--- src/rtl/sync_fifo_fwft.sv ---
// Single-clock FIFO with arbitrary depth, exact occupancy count, and either a
// registered (latency-1) read port or a first-word-fall-through read port.
module sync_fifo_fwft #(
  parameter int DATA_WIDTH = 8,
  parameter int FIFO_DEPTH = 8,
  parameter int ALMOST_WR  = 2,
  parameter int ALMOST_RD  = 1,
  parameter int FWFT       = 0,
  localparam int CW        = $clog2(FIFO_DEPTH + 1)
) (
  input  logic                  clk,
  input  logic                  rst,
  input  logic                  wr_en,
  input  logic [DATA_WIDTH-1:0] din,
  input  logic                  rd_en,
  output logic [DATA_WIDTH-1:0] dout,
  output logic                  valid,
  output logic                  wr_ack,
  output logic                  full,
  output logic                  empty,
  output logic                  almost_full,
  output logic                  almost_empty,
  output logic                  overflow,
  output logic                  underflow,
  output logic [CW-1:0]         data_count
);

  localparam int PW = $clog2(FIFO_DEPTH);
  localparam logic [CW-1:0] DEPTH_C  = CW'(FIFO_DEPTH);
  localparam logic [CW-1:0] AF_LVL   = CW'(FIFO_DEPTH - ALMOST_WR);
  localparam logic [CW-1:0] AE_LVL   = CW'(ALMOST_RD);
  localparam logic [PW-1:0] LAST_PTR = PW'(FIFO_DEPTH - 1);

  logic [DATA_WIDTH-1:0] mem [FIFO_DEPTH];
  logic [PW-1:0]         wr_ptr, rd_ptr;
  logic [CW-1:0]         count_next, mem_count;
  logic                  rd_acc, wr_acc;
  logic                  head_load, head_bypass, rd_adv;

  // In FWFT mode the head word lives in dout but is still counted; mem_count
  // is the number of stored words not yet copied into dout.
  always_comb begin
    empty      = (FWFT != 0) ? !valid : (data_count == '0);
    rd_acc     = rd_en & !empty;
    wr_acc     = wr_en & (!full | rd_acc);
    count_next = data_count;
    if (wr_acc && !rd_acc) begin
      count_next = data_count + 1'b1;
    end else if (!wr_acc && rd_acc) begin
      count_next = data_count - 1'b1;
    end
    mem_count   = data_count - CW'(valid);
    head_load   = (FWFT != 0) & (rd_acc | !valid) & (mem_count != '0);
    // Popping the last word while a new one arrives: forward din straight
    // into dout so valid never drops; the word is also written to memory
    // and rd_ptr advances past it to keep both pointers aligned.
    head_bypass = (FWFT != 0) & rd_acc & (mem_count == '0) & wr_acc;
    rd_adv      = (FWFT != 0) ? (head_load | head_bypass) : rd_acc;
  end

  always_ff @(posedge clk) begin
    if (!rst && wr_acc) begin
      mem[wr_ptr] <= din;
    end
  end

  always_ff @(posedge clk) begin
    if (rst) begin
      wr_ptr       <= '0;
      rd_ptr       <= '0;
      data_count   <= '0;
      dout         <= '0;
      valid        <= 1'b0;
      wr_ack       <= 1'b0;
      full         <= 1'b0;
      almost_full  <= 1'b0;
      almost_empty <= 1'b1;
      overflow     <= 1'b0;
      underflow    <= 1'b0;
    end else begin
      if (wr_acc) begin
        wr_ptr <= (wr_ptr == LAST_PTR) ? '0 : wr_ptr + 1'b1;
      end
      if (rd_adv) begin
        rd_ptr <= (rd_ptr == LAST_PTR) ? '0 : rd_ptr + 1'b1;
      end
      data_count   <= count_next;
      full         <= (count_next == DEPTH_C);
      almost_full  <= (count_next >= AF_LVL);
      almost_empty <= (count_next <= AE_LVL);
      wr_ack       <= wr_acc;
      overflow     <= wr_en & !wr_acc;
      underflow    <= rd_en & !rd_acc;
      if (FWFT != 0) begin
        if (head_load) begin
          dout  <= mem[rd_ptr];
          valid <= 1'b1;
        end else if (head_bypass) begin
          dout  <= din;
          valid <= 1'b1;
        end else if (rd_acc) begin
          valid <= 1'b0;
        end
      end else begin
        valid <= rd_acc;
        if (rd_acc) begin
          dout <= mem[rd_ptr];
        end
      end
    end
  end

endmodule

--- config.mk ---
export PLATFORM = sky130hd
export DESIGN_NAME = sync_fifo_fwft
export DESIGN_NICKNAME = d
export VERILOG_FILES = /design/src/rtl/sync_fifo_fwft.sv
export SDC_FILE = /design/constraint.sdc
export NUM_CORES = 1
export LEC_CHECK = 0
export BUFFER_PORTS_ARGS = -buffer_cell sky130_fd_sc_hd__buf_2
export CORE_UTILIZATION = 60
export DETAILED_ROUTE_END_ITERATION = 8
export PLACE_DENSITY = 0.85
export SLEW_MARGIN = 15
export SYNTH_ARGS = -nofsm -noshare
export SYNTH_HDL_FRONTEND = slang
export SYNTH_SLANG_ARGS = --single-unit
--- constraint.sdc ---
create_clock -name clk -period 4.1 [get_ports clk]
set_input_delay 0.615 -clock clk [delete_from_list [all_inputs] [get_ports clk]]
set_output_delay 0.615 -clock clk [all_outputs]
set_load 0.02 [all_outputs]
* Yosys cells after proc, flatten, opt, wreduce, memory -nomap -nowiden
Memory sizes are Yosys's and may differ from the RTL's. A register that Yosys moved wholly into a read port is not among the register bits.
Cells that the tools add are included.
** Cells by class
- Add/subtract/negate cells :: 4
- Multiply operators :: 0
- Div/mod/pow operators :: 0
- Magnitude comparators :: 2
- Equality and inequality tests :: 3
- Shifts and indexed selects :: 0
- Multiplexer cells :: 6
- Bitwise gates (word level) :: 5
- Reduce and logical (&&, ||, !) cells :: 9
** Operators by type and width (count)
- $mux W4 :: 2
- $add A3 B1 Y3 const B :: 2
- $eq A3 B3 Y1 const B :: 2
- $mux W3 :: 2
- $logic_not A1 Y1 :: 5
- $add A4 B1 Y4 const B :: 1
- $and A1 B1 Y1 :: 4
- $eq A4 B4 Y1 const B :: 1
- $ge A4 B3 Y1 const B :: 1
- $le A4 B1 Y1 const B :: 1
- $logic_not A4 Y1 :: 1
- $sub A4 B1 Y4 const B :: 1
- $logic_and A1 B1 Y1 :: 3
- $mux W1 :: 2
- $or A1 B1 Y1 :: 1
** Storage, ports and cells
- Bits in registers :: 17
- Bits in latches :: 0
- Bits in writable memories :: 64
- Memory bits (read-only) :: 0
- Output and inout bits :: 20
- Word-level logic and storage cells :: 40
- Memories kept :: 1
** Memories
- mem :: depth 8, bits a word 8, rd ports 1, clocked after memory_dff 1, write ports 1, RTL line 34 : logic [DATA_WIDTH-1:0] mem [FIFO_DEPTH];

* Longest topological paths before layout
- Depth in word-level cells :: 10
- Mapped depth :: 8
- Mapped depth without buffers :: 8

* Worst setup path after synthesis
Ideal clock, no wire load.
- Kind :: register to register
- From :: register data_count[0]
- To :: memory mem[0][0] (enable)
- Data arrival time :: 2138 ps
- Data required time :: 3717 ps
- Path slack :: 1579 ps
- Stages on the path, launching flop included :: 8
- Clock period less this slack :: 2521 ps
- Path through :: dfxtp_1 inv_1 ha_1 or3b_4 nand2_1 a21oi_1 nand2b_1 nor3_1
** On the way
- Longest elaborated chain between the ends :: 8
** RTL lines
- start: declaration :: RTL line 25 : output logic [CW-1:0] data_count
- start signal: assignment :: RTL line 87 : data_count <= count_next;
- $logic_not A4 Y1 :: RTL line 43 : empty = (FWFT != 0) ? !valid : (data_count == '0);
- $logic_not A1 Y1 :: RTL line 44 : rd_acc = rd_en & !empty;
- $and A1 B1 Y1 :: RTL line 44
- $or A1 B1 Y1 :: RTL line 45 : wr_acc = wr_en & (!full | rd_acc);
- $and A1 B1 Y1 :: RTL line 45
- $logic_and A1 B1 Y1 :: RTL line 62 : if (!rst && wr_acc) begin
- $mux W1 :: RTL line 62
- $mux W1 (not written as such) :: RTL line 63 : mem[wr_ptr] <= din;
- end: declaration :: RTL line 34
No other way between the ends.

* Worst setup path after layout
- From :: register data_count[1]
- To :: memory mem[7][4] (enable)
Same word-level chain as after synthesis.

==> flow_summary.toml <==
[power]
internal-power_mw = 1.60
clkPwrFrac = 0.264
power_mw = 2.36
power.density_mw_per_mm2 = 599
vdd_drop_max_mv = 0.348
p_switching_uw = 753
switching_share = 0.319
combPwrFrac = 0.268
pwr-share-seq = 0.468
p_leak_nw = 1.37

[clock_network]
clock_latency_ns = 0.36
h-tree-depth = 3
cts-root-buf = "clkbuf_8"
clockBufferDepth = 2
cts_tree = "yes"
clk_pin_slew_ns = 0.09
postCtsSetupBuffers = 0
clock_sinks = 89
ctsResizeCount = 0
hold_buffers = 0
cts_buffers = 9

[global_routing]
use_met3 = 0.0651
met2_usage = 0.327
globalRouteTotalUtil = 0.215
grt_busiest_layer = "met2"
grt_pass1_wl_mm = 9.23
use_met1 = 0.290
antenna_found_initial = 0
grt_pass1_vias = 1791
grt-ovfl-total = 0
grt_start_max_net_pins = 20

[timing]
setup_viol = 0
drv_slew = 0
finalWorstSetupSlack_ns = 1.41
fin_worst_skew_ns = 0.00970
timing.fmax_mhz = 371
grt_setup_unrepaired = "no"
worstMarginPinSlew_ns = 0.889
fin_crit_ns = 2.69
fin_tns_setup_ns = 0
min_period_over_period = 0.657
finalHoldViolCount = 0
relSlewSlack = 0.405

[worst_setup_path]
arrival_ns = 2.68
cp-end-kind = "flip-flop"
worst-path-max-fanout = 8
worst_setup_path_start_kind = "flip-flop"
crit_path_start = "data_count[1]"
r2r-end = "mem[7][4]"
endpoint = "mem[7][4]"
rr_worst_depth = 7
critPathRequiredTime_ns = 4.09
r2r_slack_ns = 1.41
r2r_start = "data_count[1]"
worstSetupPathType = "flip-flop to flip-flop"

[die]
fp.dieH_um = 78.5
die_area_mm2 = 0.00616
start_util = 0.630
row_count = 27
fp.dieW_um = 78.5
ios = 32
design.core.area_mm2 = 0.00557

[yosys]
yosysTopAreaCell = "edfxtp_1"
synth.distinct_cells = 38
ys_warn_count = 0
synth_area_leaders = "edfxtp_1 55%, dfxtp_1 14%, mux4_2 10%, mux2i_1 2.3%, ha_1 2.1%"
synth-seq-cells = 89
syn-num-nets = 239
synth_top_area_frac = 0.548
syn_inst = 221
synth_ff_type = "edfxtp_1"
async_flop_share = 0
synth_edf_count = 64
synth_area_mm2 = 0.00351
syn_avg_cell_area_um2 = 15.9
yosysSeqAreaShare = 0.690

[placement]
gp_congestion = 0.811
portBuffers = 31
dp_slack_ns = 1.43
placed_cell_area_mm2 = 0.00372
dpl.hpwl_mm = 4.06

[flow_run]
maxCapViolCount = 0

[final_layout]
seq_area_mm2 = 0.00242
fill_cells = 357
final_area_mm2 = 0.00393
drive_gt1_frac = 0.282
multi_input_area_mm2 = 0.00100
area_delta_synth_final_pct = 12.1
num-nets-final = 275
num_antenna_cells = 0

[detailed_routing]
vias = 1976
wl_mm = 6.05
wl_per_cell_um = 18.1
ant_nets = 0
drc = 0
drt_iter0_markers = 149
drt-pass1-iter-count = 4
viasPerCell = 5.92

[run_status]
run_status = "finished, final reports clean"

[hold_path]
hold_path.class = "flip-flop to flip-flop"
cell type report:
class | count | area share
Clock buffer | 9 | 0.0315
Clock inverter | 7 | 0.0219
Inverter | 7 | 0.00795
Multi-Input combinational cell | 116 | 0.255
Sequential cell | 89 | 0.616
Tap cell | 72 | 0.0229
Timing Repair Buffer | 34 | 0.0452
worst min path at each step:
stage	to	cells after the start	from
3_5_place_dp	dout[1]	2	dout[1]
6_report	dout[0]	2	dout[0]
2_1_floorplan	wr_ptr[0]	2	wr_ptr[0]
5_1_grt	dout[4]	2	dout[4]
3_3_place_gp	dout[5]	2	dout[5]
4_1_cts	dout[1]	2	dout[1]
power by group through the flow:
stage | sequential, mW | clock (mW) | combinational [mW]
after floorplan | 1.18 | 0 | 0.419
after global placement | 1.12 | 0 | 0.623
after detailed placement | 1.12 | 0 | 0.635
after CTS | 1.10 | 0.630 | 0.640
after global routing | 1.11 | 0.667 | 0.692
final | 1.10 | 0.622 | 0.633
Yosys cell counts, types with 5 or more instances:
library cell,count
edfxtp_1,64
dfxtp_1,25
nor2_1,19
mux4_2,16
nand2_1,12
a211oi_1,9
a21oi_1,9
mux2i_1,8
ha_1,6
inv_1,6
nand2b_1,5
nor3_1,5
critical path: stages (launching register included):
cell and delay [ns]:
dfxtp_1 0.47, inv_1 0.08, ha_1 0.22, or3b_4 0.28
nand2_1 0.15, a21oi_1 0.27, nand2_1 0.14, nor2_1 0.71
cell usage in the layout, fill, tap and decap left out, types with 2 or more instances in the layout:
| cell type | instances |
|---|---|
| a211oi_1 | 9 |
| a21oi_1 | 9 |
| buf_2 | 31 |
| buf_4 | 3 |
| clkbuf_8 | 9 |
| clkinv_4 | 3 |
| dfxtp_1 | 25 |
| edfxtp_1 | 64 |
| ha_1 | 6 |
| inv_1 | 6 |
| inv_8 | 2 |
| mux2i_1 | 8 |
| mux4_2 | 16 |
| nand2_1 | 12 |
| nand2b_1 | 5 |
| nand3_1 | 3 |
| nor2_1 | 19 |
| nor2b_1 | 2 |
| nor3_1 | 5 |
| o21ai_0 | 4 |
| o21ai_2 | 2 |
per-stage QoR:
stage | hold WS [ns] | utilization | instances
global route | 0.519 | 0.706 | 334
CTS | 0.505 | 0.706 | 334
floorplan | 0.470 | - | 221
finish | 0.498 | 0.706 | 334
detailed placement | 0.492 | 0.668 | 318
global placement | 0.485 | 0.668 | 318
layer usage:
| metal | vias to the layer above | part of all wire | wire length (um) |
|---|---|---|---|
| met5 | - | 0 | 0 |
| met4 | 0 | 0.015 | 93 |
| met3 | 10 | 0.065 | 395 |
| met2 | 76 | 0.49 | 2950 |
| met1 | 968 | 0.43 | 2600 |
| li1 | 922 | - | - |
registers in the layout, indices dropped and copies added, names as in the netlist, 3 cells and up:
register    flops
dout            8
mem            64
rd_ptr          3
wr_ptr          3
data_count      4
cells by family (layout without fill, tap and decap cells):
| group | count (synthesis) | count (layout) | synth area share |
|---|---|---|---|
| xor gates and xnor gates | 1 | 1 | 0.00250 |
| AOI/OAI and AO/OA | 30 | 30 | 0.0585 |
| buffers and inverters | 16 | 57 | 0.0242 |
| and+or+nand+nor | 55 | 55 | 0.0777 |
| muxes | 24 | 24 | 0.125 |
| adders and majority gates | 6 | 6 | 0.0214 |
| DFF | 89 | 89 | 0.690 |
Power figures use the tool's default switching activity.
